<file path="config.mk">
export PLATFORM = sky130hd
export DESIGN_NAME = dpram_rd_ctrl
export DESIGN_NICKNAME = d
export VERILOG_FILES = /design/src/rtl/dpram_rd_ctrl.sv
export SDC_FILE = /design/constraint.sdc
export NUM_CORES = 1
export LEC_CHECK = 0
export BUFFER_PORTS_ARGS = -buffer_cell sky130_fd_sc_hd__clkbuf_2
export CAP_MARGIN = 10
export CELL_PAD_IN_SITES_DETAIL_PLACEMENT = 1
export CELL_PAD_IN_SITES_GLOBAL_PLACEMENT = 1
export CORE_MARGIN = 8
export CORE_UTILIZATION = 45
export DETAILED_ROUTE_END_ITERATION = 8
export PLACE_DENSITY = 0.87
export SYNTH_ARGS = -nofsm -noshare
export SYNTH_HDL_FRONTEND = slang
export SYNTH_SLANG_ARGS = --single-unit
</file>
<file path="constraint.sdc">
create_clock -name rd_clk -period 7.2 [get_ports rd_clk]
set_input_delay 0.72 -clock rd_clk [delete_from_list [all_inputs] [get_ports rd_clk]]
set_output_delay 0.72 -clock rd_clk [all_outputs]
set_load 0.02 [all_outputs]
</file>
<file path="src/rtl/dpram_rd_ctrl.sv">
`default_nettype none
// ============================================================================
// Module      : dpram_rd_ctrl
// Description : Read side of a dual-port-RAM FIFO. Issues credit-limited RAM
//               reads and streams the returned words through a 4-entry skid
//               FIFO. Define DPRAM_RD_OUTPUT_REG_EN for a RAM with its output
//               register enabled (two-edge read latency instead of one).
// Revision    : 1.0 - initial release
// ============================================================================
module dpram_rd_ctrl #(
    parameter int ADDR_WIDTH = 10,
    parameter int DATA_WIDTH = 16
) (
    input  logic                  rd_clk,
    input  logic                  rd_rst_n,
    input  logic [ADDR_WIDTH:0]   wr_ptr,
    input  logic                  flush,
    output logic [ADDR_WIDTH-1:0] rd_addr,
    input  logic [DATA_WIDTH-1:0] rd_data,
    output logic [ADDR_WIDTH:0]   rd_ptr,
    output logic [DATA_WIDTH-1:0] m_data,
    output logic                  m_valid,
    input  logic                  m_ready,
    output logic [ADDR_WIDTH:0]   level,
    output logic                  empty,
    output logic                  ovf_err
);

`ifdef DPRAM_RD_OUTPUT_REG_EN
    localparam int c_lat = 2;
`else
    localparam int c_lat = 1;
`endif
    localparam int c_depth = 4;
    localparam logic [ADDR_WIDTH:0] c_span = {1'b1, {ADDR_WIDTH{1'b0}}};

    logic [ADDR_WIDTH:0]   rd_ptr_q, rd_ptr_d;
    logic [c_lat-1:0]      tag_q, tag_d;
    logic [2:0]            cnt_q, cnt_d;
    logic [1:0]            wr_idx_q, wr_idx_d;
    logic [1:0]            rd_idx_q, rd_idx_d;
    logic                  ovf_q, ovf_d;
    logic [DATA_WIDTH-1:0] mem_q [c_depth];

    logic [ADDR_WIDTH:0]   w_level;
    logic [2:0]            w_inflight;
    logic                  w_issue;
    logic                  w_push;
    logic                  w_pop;

    assign w_level = wr_ptr - rd_ptr_q;

    always_comb begin
        w_inflight = '0;
        for (int i = 0; i < c_lat; i++) begin
            w_inflight = w_inflight + 3'(tag_q[i]);
        end
    end

    // Credits cover both buffered words and words still inside the RAM pipe,
    // so a capture can never find the FIFO full.
    assign w_issue = (w_level != '0) && !flush &&
                     (({1'b0, cnt_q} + {1'b0, w_inflight}) < 4'(c_depth));
    assign w_push  = tag_q[c_lat-1] & ~flush;
    assign w_pop   = m_valid & m_ready & ~flush;

    always_comb begin
        rd_ptr_d = rd_ptr_q;
        tag_d    = tag_q;
        cnt_d    = cnt_q;
        wr_idx_d = wr_idx_q;
        rd_idx_d = rd_idx_q;
        ovf_d    = ovf_q;
        if (flush) begin
            rd_ptr_d = wr_ptr;
            tag_d    = '0;
            cnt_d    = '0;
            wr_idx_d = '0;
            rd_idx_d = '0;
            ovf_d    = 1'b0;
        end else begin
            if (w_issue) begin
                rd_ptr_d = rd_ptr_q + 1'b1;
            end
            for (int i = c_lat - 1; i > 0; i--) begin
                tag_d[i] = tag_q[i-1];
            end
            tag_d[0] = w_issue;
            if (w_push) begin
                wr_idx_d = wr_idx_q + 2'd1;
            end
            if (w_pop) begin
                rd_idx_d = rd_idx_q + 2'd1;
            end
            cnt_d = cnt_q + 3'(w_push) - 3'(w_pop);
            if (w_level > c_span) begin
                ovf_d = 1'b1;
            end
        end
    end

    always_ff @(posedge rd_clk or negedge rd_rst_n) begin
        if (!rd_rst_n) begin
            rd_ptr_q <= '0;
            tag_q    <= '0;
            cnt_q    <= '0;
            wr_idx_q <= '0;
            rd_idx_q <= '0;
            ovf_q    <= 1'b0;
            for (int i = 0; i < c_depth; i++) begin
                mem_q[i] <= '0;
            end
        end else begin
            rd_ptr_q <= rd_ptr_d;
            tag_q    <= tag_d;
            cnt_q    <= cnt_d;
            wr_idx_q <= wr_idx_d;
            rd_idx_q <= rd_idx_d;
            ovf_q    <= ovf_d;
            if (w_push) begin
                mem_q[wr_idx_q] <= rd_data;
            end
        end
    end

    assign rd_ptr  = rd_ptr_q;
    assign rd_addr = rd_ptr_q[ADDR_WIDTH-1:0];
    assign level   = w_level;
    assign empty   = (w_level == '0);
    assign m_valid = (cnt_q != '0);
    assign m_data  = mem_q[rd_idx_q];
    assign ovf_err = ovf_q;

endmodule
`default_nettype wire

</file>
* Word-level counts from Yosys, hierarchy flattened *
Index checks and enable logic that the tools add are counted.

cells by class
  add/sub/neg operators = 7
  magnitude comparators = 5
  multiplexer cells = 16
  bitwise gates (word level) = 6
  reduce and logical (&&, ||, !) cells = 11

operators with widths
  operator                 count
  $bwmux W64               1
  $mux W16                 3
  $bmux W16 S2             1
  $demux W16 S2            1
  $mux W11                 2
  $add A11 B1 Y11 const B  1
  $gt A11 B11 Y1 const B   1
  $logic_not A11 Y1        1
  $reduce_bool A11 Y1      1
  $sub A11 B11 Y11         1
  $mux W2                  4
  $reduce_bool A2 Y1       4
  $ge A3 B3 Y1 const B     2
  $not A2 Y3               2
  $add A2 B1 Y2 const B    2
  $add A3 B1 Y4            1
  $lt A4 B3 Y1 const B     1
  $add A3 B1 Y3            1
  $and A1 B1 Y1            3
  $logic_and A1 B1 Y1      3
  $lt A3 B1 Y1 const B     1
  $mux W1                  3
  $mux W3                  1
  $reduce_bool A3 Y1       1
  3 further kinds          3

word-level totals
  flip-flop bits (word level) = 84
  input port bits = 31
  word-level logic and storage cells = 55

* Longest topological paths before layout *
Gate-level depths: netlist of run 1.

  depth in word-level cells = 6
  depth in mapped cells = 12
  depth with buffers taken out = 11

* Least setup slack after synthesis of run 1 *
No wires, ideal clock.

  kind = input-to-output
  start point = input wr_ptr[0]
  end point = output empty
  arrival = 2978 ps
  required time = 6480 ps
  slack = 3502 ps
  cell stages on the path = 10
  cell sequence = inv_1 ha_1 inv_1 fa_1 a21o_1 a221oi_4 xnor2_1 nor4b_2 and4b_1 and2_1

on the way
  longest elaborated chain between the ends = 2

ends and longest elaborated chain
  item               line  RTL
  start, declared    16    input logic [ADDR_WIDTH:0] wr_ptr,
  $sub A11 B11 Y11   51    assign w_level = wr_ptr - rd_ptr_q;
  net level[6]       24    output logic [ADDR_WIDTH:0] level,
  $logic_not A11 Y1  129   assign empty = (w_level == '0);
  end, declared      25    output logic empty,

The timed path passes the listed nets, and every way through them passes these cells.

* Final worst setup path of run 1 *
  start point = register rd_ptr_q[0] (netlist: rd_ptr[0])
  end point = output empty

on the way
  longest elaborated chain between the ends = 2

ends and longest elaborated chain
  item                    line  RTL
  start, declared         37    logic [ADDR_WIDTH:0] rd_ptr_q, rd_ptr_d;
  start signal, assigned  114   rd_ptr_q <= rd_ptr_d;
  $sub A11 B11 Y11        51
  $logic_not A11 Y1       129

Every way passes these cells.

==> flow_summary.ini, run 1 <==
[clocking]
postCtsHoldBufs = 0
cts_tree = built
clock_sinks = 84
insertion_delay_ns = 0.35
cts_htree_levels = 3
numCtsBuffers = 9
cts_resized = 0
postCtsSetupBuffers = 0
cts_root_buffer = clkbuf_8
clkTransAtPathRegs_ns = 0.09
cts_buffer_depth = 2

[yosys]
yosysWarnings = 0
syn_nets = 459
ys_types = 49
seq_area_frac_synth = 0.440
avgSynthCellArea_um2 = 11.7
netlist_instances = 408
ys_dominant_reg_cell = dfrtp_1
yosysMostFrequentCell = dfrtp_1
synthesis.area_mm2 = 0.00478
synth_common_cells = dfrtp_1, mux2_2, inv_1, nor2_1, nand2_1
async_reset_ff_frac = 1.00
synth-edff-count = 0
synth.area.top_cells = dfrtp_1, mux2_2, mux4_2, ha_1, o211ai_1
synth_seq_cells = 84
synth_top_area_share = 0.440
synth_largest_area_cell = dfrtp_1

[setup_path]
cpPeakStageDelay_ns = 0.53
endpoint_kind = output port
crit_path_top_delay_cell = dfrtp_1
critPathRequiredTime_ns = 6.48
path_max_fanout = 7
cp.arrival_ns = 3.40
crit_path_start_kind = register
path_class = register to output port
path_cells = ha_1, inv_1, fa_1, a21o_1, a221oi_4, o21bai_1, a211oi_1, and4b_1, and2_1, clkbuf_2

[route]
vias = 3547
wl_um = 12600
drtIter0Drc = 222
drc = 0
ant_nets = 0
drt_pass1_iterations = 4
routedWlPerCell_um = 20.3
drt-vias-per-instance = 5.73

[power_and_ir_drop]
swShare = 0.390
p_int_mw = 1.30
power_switching_mw = 0.830
power.share.clock = 0.177
seqPwrFrac = 0.370
power_leakage_nw = 2.55
p_comb_frac = 0.453
vdd_drop_max_mv = 0.175
power.density_mw_per_mm2 = 388

[layout]
diodes = 0
drive_above_1_share = 0.383
area_delta_synth_final_pct = 14.6
multi_input_area_mm2 = 0.00243
final_cells = 619
fin_util = 0.530
final_nets = 529
fill_cells = 1121
regArea_mm2 = 0.00210

[placed_design]
dp.cells = 603
port_buffers = 81
gp_congestion = 0.854
pre_cts_slack_ns = 3.22
hpwlAfterDp_um = 9240

[timing]
finalMaxSlewViolations = 0
setup_viol = 0
fmax_ghz = 0.243
fin_skew_ns = 0.00928
period_needed_ns = 4.12
worst_pin_slew_ns = 1.06
fin_tns_setup_ns = 0
rsz0062_at_grt = no
finalWorstSetupSlack_ns = 3.08
fin_crit_sh = 0.572
hold_viol_final = 0
max-slew-margin-rel = 0.291

[die]
fp.dieW_um = 119
initial_core_util = 0.463
ios = 82
die_y_um = 119
die_area_mm2 = 0.0142
core_area_mm2 = 0.0103
num_rows = 37

[flow_run]
maxCapViolations = 0

[grt]
grt_pass1_vias = 4053
gr-usage-all-layers = 0.180
grt_pass1_wl_um = 20900
grt.overflow.total = 0
antenna_found_initial = 0
grt_max_degree = 85

[run_status]
run_status = finished clean

[worst_hold_path]
min_path_type = register to register
-- placed cells by master (no fill, tap or decap), types with 2 or more instances in the layout --
master	synthesis	layout
a211oi_1	3	3
a21o_1	5	5
a21oi_1	7	7
a311o_1	2	2
a31oi_1	5	5
and2_1	4	4
and3_1	2	2
buf_4	10	4
bufinv_16	0	2
clkbuf_2	0	80
clkbuf_8	0	10
clkinvlp_4	0	2
dfrtp_1	84	84
fa_1	2	2
ha_1	18	18
inv_1	29	29
mux2_2	64	64
mux2i_1	5	5
mux4_2	16	16
nand2_1	19	19
nand2b_1	3	3
nand3_1	10	10
nor2_1	20	20
nor2b_1	5	5
nor3_1	5	5
o2111ai_1	2	2
o211a_1	2	2
o211ai_1	15	15
o21ai_0	13	13
o311ai_0	2	2
o31ai_1	6	5
o41ai_1	3	3
or3_1	7	7
xnor2_1	3	3
xor2_1	7	7
-- worst max-delay path: cells and delay by family, from the launching register on --
kind            cells  cell delay [ns]
simple gates        2             0.51
buf+inv             2             0.23
flops               1             0.53
fa+ha+maj           2             0.65
compound gates      4             1.12
-- power groups by stage --
stage / clock, mW / sequential (mW) / combinational, mW
after floorplan: 0 / 0.754 / 0.704
after global routing: 0.408 / 0.812 / 1.05
final: 0.377 / 0.786 / 0.964
after detailed placement: 0 / 0.795 / 0.971
after global placement: 0 / 0.764 / 0.929
after CTS: 0.385 / 0.788 / 0.980
-- final timing paths --
path,to,startpoint,cells past startpoint,slack (ns)
setup / recovery,empty,rd_ptr[0],10,3.08
min in group asynchronous,mem_q[51],rd_rst_n,1,0.54
hold / removal,mem_q[46],mem_q[46],1,0.51
max in group asynchronous,mem_q[59],rd_rst_n,1,5.96
hold reg to reg,mem_q[46],mem_q[46],1,0.51
setup reg to reg,rd_ptr[2],rd_ptr[0],10,3.83
-- kinds of logic (layout without fill, tap and decap cells) --
| kind of cell | Yosys count | in the layout | share of synthesized area |
|---|---|---|---|
| buffers and inverters | 55 | 130 | 0.0513 |
| adders and majority gates | 20 | 20 | 0.0555 |
| DFF | 84 | 84 | 0.440 |
| xor gates and xnor gates | 10 | 10 | 0.0183 |
| muxes | 85 | 85 | 0.237 |
| and+or+nand+nor | 83 | 83 | 0.0883 |
| AOI/OAI and AO/OA | 71 | 71 | 0.110 |
-- area by class of cell --
cell class | instances | area share
flip-flops and latches | 84 | 0.384
clock buffers | 11 | 0.0258
clock inverters | 5 | 0.0153
inverters | 30 | 0.0206
repair buffers | 84 | 0.0786
well taps | 136 | 0.0311
multi-input cells | 269 | 0.445
-- metrics by stage --
stage,area (µm²),power (mW),hold slack [ns]
global placement,5250,1.69,0.481
finish,5480,2.13,0.506
floorplan,4780,1.46,0.424
global route,5480,2.27,0.530
CTS,5480,2.15,0.513
detailed placement,5250,1.77,0.493
-- routing by layer --
layer | global-route usage | part of all wire | up-vias
met1 | 0.218 | 0.44 | 1832
met5 | 0 | 0 | -
met2 | 0.322 | 0.52 | 74
li1 | - | - | 1632
met4 | 0.0419 | 0.0088 | 0
met3 | 0.0368 | 0.035 | 9
-- flip-flops by register name (all words and copies together) (netlist names) --
register and count:
cnt_q 3, mem_q 64, ovf_err 1, rd_idx_q 2, rd_ptr 11, tag_q 1
wr_idx_q 2
No activity file was read; power rests on OpenSTA's default activity.
==> run 2: changes to the inputs <==
--- a/config.mk
+++ b/config.mk
@@ -5,12 +5,13 @@
 export SDC_FILE = /design/constraint.sdc
 export NUM_CORES = 1
 export LEC_CHECK = 0
+export ABC_AREA = 1
 export BUFFER_PORTS_ARGS = -buffer_cell sky130_fd_sc_hd__clkbuf_2
 export CAP_MARGIN = 10
 export CELL_PAD_IN_SITES_DETAIL_PLACEMENT = 1
 export CELL_PAD_IN_SITES_GLOBAL_PLACEMENT = 1
 export CORE_MARGIN = 8
-export CORE_UTILIZATION = 45
+export CORE_UTILIZATION = 41
 export DETAILED_ROUTE_END_ITERATION = 8
 export PLACE_DENSITY = 0.87
 export SYNTH_ARGS = -nofsm -noshare
==> constraint.sdc (replaced) <==
create_clock -name rd_clk -period 4.2 [get_ports rd_clk]
set_input_delay 0.42 -clock rd_clk [delete_from_list [all_inputs] [get_ports rd_clk]]
set_output_delay 0.42 -clock rd_clk [all_outputs]
set_load 0.02 [all_outputs]
==> run 2 against run 1 <==
Compared with the run above:
- clock skew is 0.0017 ns lower
- die area is 8.0% higher
- sequential power is 67% higher
- utilization is 5.3 points lower
==> flow_summary.ini, run 2 <==
[setup_path]
cp.arrival_ns = 2.74
ff2ff_path_depth = 14
path_cells = ha_1, inv_1, fa_1, or2_2, nor2_1, nand3_1, nor2_1, nand3_2, nor2_4, nand3_2, inv_1, clkbuf_2
r2r-start = rd_ptr[0]
critPathRequiredTime_ns = 3.78
crit_path_top_delay_cell = dfrtp_1
rr_endpoint = rd_ptr[5]
path_class = register to output port
critPathCapture = empty
crit_family = simple AND/OR/NAND/NOR gates
path_depth = 12
path_max_fanout = 7
cpPeakStageDelay_ns = 0.46
crit_path_start_kind = register
cp.buffers_inverters = 3
endpoint_kind = output port
critPathLaunch = rd_ptr[0]
rrSetupSlack_ns = 1.43

[clocking]
cts_resized = 0
numCtsBuffers = 9
postCtsSetupBuffers = 0
cts_htree_levels = 3
cts_root_buffer = clkbuf_16
clock_sinks = 84
insertion_delay_ns = 0.34
clkTransAtPathRegs_ns = 0.06
cts_tree = built
cts_buffer_depth = 2
postCtsHoldBufs = 0

[layout]
diodes = 0
area_delta_synth_final_pct = 14.1
drive_above_1_share = 0.178
layout_common_cells = nand2_1, o21ai_0, dfrtp_1
final_common_cell = nand2_1
final_nets = 724
final_cells = 821
largest_reg_flops = 64
max_flop_register = mem_q

[timing]
setup_viol = 0
fin_crit_sh = 0.753
fin_tns_setup_ns = 0
fmax_ghz = 0.316
hold_viol_final = 0
rsz0062_at_grt = no
whs_ns = 0.0353
period_needed_ns = 3.16
max-slew-margin-rel = 0.264
finalMaxSlewViolations = 0
fin_skew_ns = 0.00757
worst_pin_slew_ns = 1.10

[die]
die_area_mm2 = 0.0153
num_rows = 39
fp.dieW_um = 124
core_area_mm2 = 0.0114
ios = 82
die_y_um = 124
initial_core_util = 0.418

[power_and_ir_drop]
vdd_drop_max_mv = 0.327
power.density_mw_per_mm2 = 668
power_leakage_nw = 2.87
total_power_mw = 3.63

[placed_design]
gp_congestion = 0.853
hpwlAfterDp_um = 9640
dp.cells = 805
port_buffers = 81

[route]
wl_um = 13400
ant_nets = 0
drt-vias-per-instance = 5.29
routedWlPerCell_um = 16.3
vias = 4343
drt_pass1_iterations = 4
drc = 0
drtIter0Drc = 211

[yosys]
synth_top_area_share = 0.442
syn_nets = 667
yosysWarnings = 0
synth.area.top_cells = dfrtp_1, nand2_1, o21ai_0, inv_1, ha_1
synthesis.area_mm2 = 0.00475
avgSynthCellArea_um2 = 7.72
synth_common_cells = nand2_1, o21ai_0, dfrtp_1, inv_1, nor2_1
ys_types = 30
synth-edff-count = 0
netlist_instances = 616
synth_seq_cells = 84
seq_area_frac_synth = 0.442
yosysMostFrequentCell = nand2_1
ys_dominant_reg_cell = dfrtp_1
synth_largest_area_cell = dfrtp_1
async_reset_ff_frac = 1.00

[grt]
grt.overflow.total = 0
grt_max_degree = 50
gr-usage-all-layers = 0.183
grt_pass1_vias = 4616
antenna_found_initial = 0
grt_pass1_wl_um = 22700

[flow_run]
maxCapViolations = 0

[worst_hold_path]
min_path_type = input pin to asynchronous set/reset pin

[run_status]
run_status = finished clean
run 2: cell count changes in the layout (fill, tap and decap cells not counted), moves of 16 or more:
cell / before / now
inv_1: 29 / 65
mux2_2: 64 / 0
nand2_1: 19 / 158
o21ai_0: 13 / 109
mux4_2: 16 / 0
o22ai_1: 0 / 16
nor2_1: 20 / 55
run 2: worst register-to-register path: stages (launching register included):
cell,delay (ns)
dfrtp_1,0.46
ha_1,0.22
inv_1,0.12
fa_1,0.45
or2_2,0.30
nor2_1,0.09
nand3_1,0.08
nor2_1,0.12
nand3_2,0.11
nor2_4,0.12
nand3_2,0.10
nand2_4,0.17
nand2_4,0.14
nand2_1,0.11
nand2_1,0.05
run 2: report_power, final:
| part | internal [mW] | switching [mW] | leakage [nW] |
|---|---|---|---|
| clock network | 0.422 | 0.336 | 0.139 |
| registers | 1.11 | 0.209 | 1.08 |
| logic | 0.516 | 1.04 | 1.65 |
| total | 2.04 | 1.58 | 2.87 |
run 2: worst min-delay path by stage:
stage | start | endpoint | cells after the start | slack (ns)
2_1_floorplan | rd_rst_n | cnt_q[0] | 0 | 0.12
3_3_place_gp | rd_rst_n | rd_ptr[7] | 1 | 0.40
3_5_place_dp | rd_rst_n | rd_ptr[8] | 1 | 0.41
4_1_cts | rd_rst_n | mem_q[48] | 1 | 0.04
6_report | rd_rst_n | rd_ptr[8] | 1 | 0.04
5_1_grt | rd_rst_n | rd_ptr[8] | 1 | 0.07
run 2: kinds of logic (layout without fill, tap and decap cells):
family,after synthesis,after routing,share of synthesized area
xor+xnor,10,10,0.0184
compound gates,135,135,0.149
buf+inv,103,165,0.0976
simple gates,264,264,0.237
flops,84,84,0.442
fa+ha+maj,20,20,0.0558
run 2: metal layers:
layer / share of wire / global-route usage / vias up
met2: 0.51 / 0.317 / 91
met3: 0.045 / 0.0394 / 19
li1: - / - / 2085
met4: 0.015 / 0.0489 / 0
met1: 0.43 / 0.227 / 2148
met5: 0 / 0 / -
run 2: cell type report:
class                           instances  area (µm²)
Clock inverter                          6        47.5
Multi-Input combinational cell        429        2190
Sequential cell                        84        2100
Timing Repair Buffer                   83         423
Inverter                               66         248
Clock buffer                           10         239
Tap cell                              143         179
Fill cell                            1454        5940
run 2: stage by stage:
step                utilization  setup WS (ns)  area, µm²
floorplan                     -           1.45       4750
global placement          0.452           1.37       5140
detailed placement        0.452           1.31       5140
CTS                       0.477           1.02       5430
global route              0.477          0.879       5430
finish                    0.477           1.04       5430
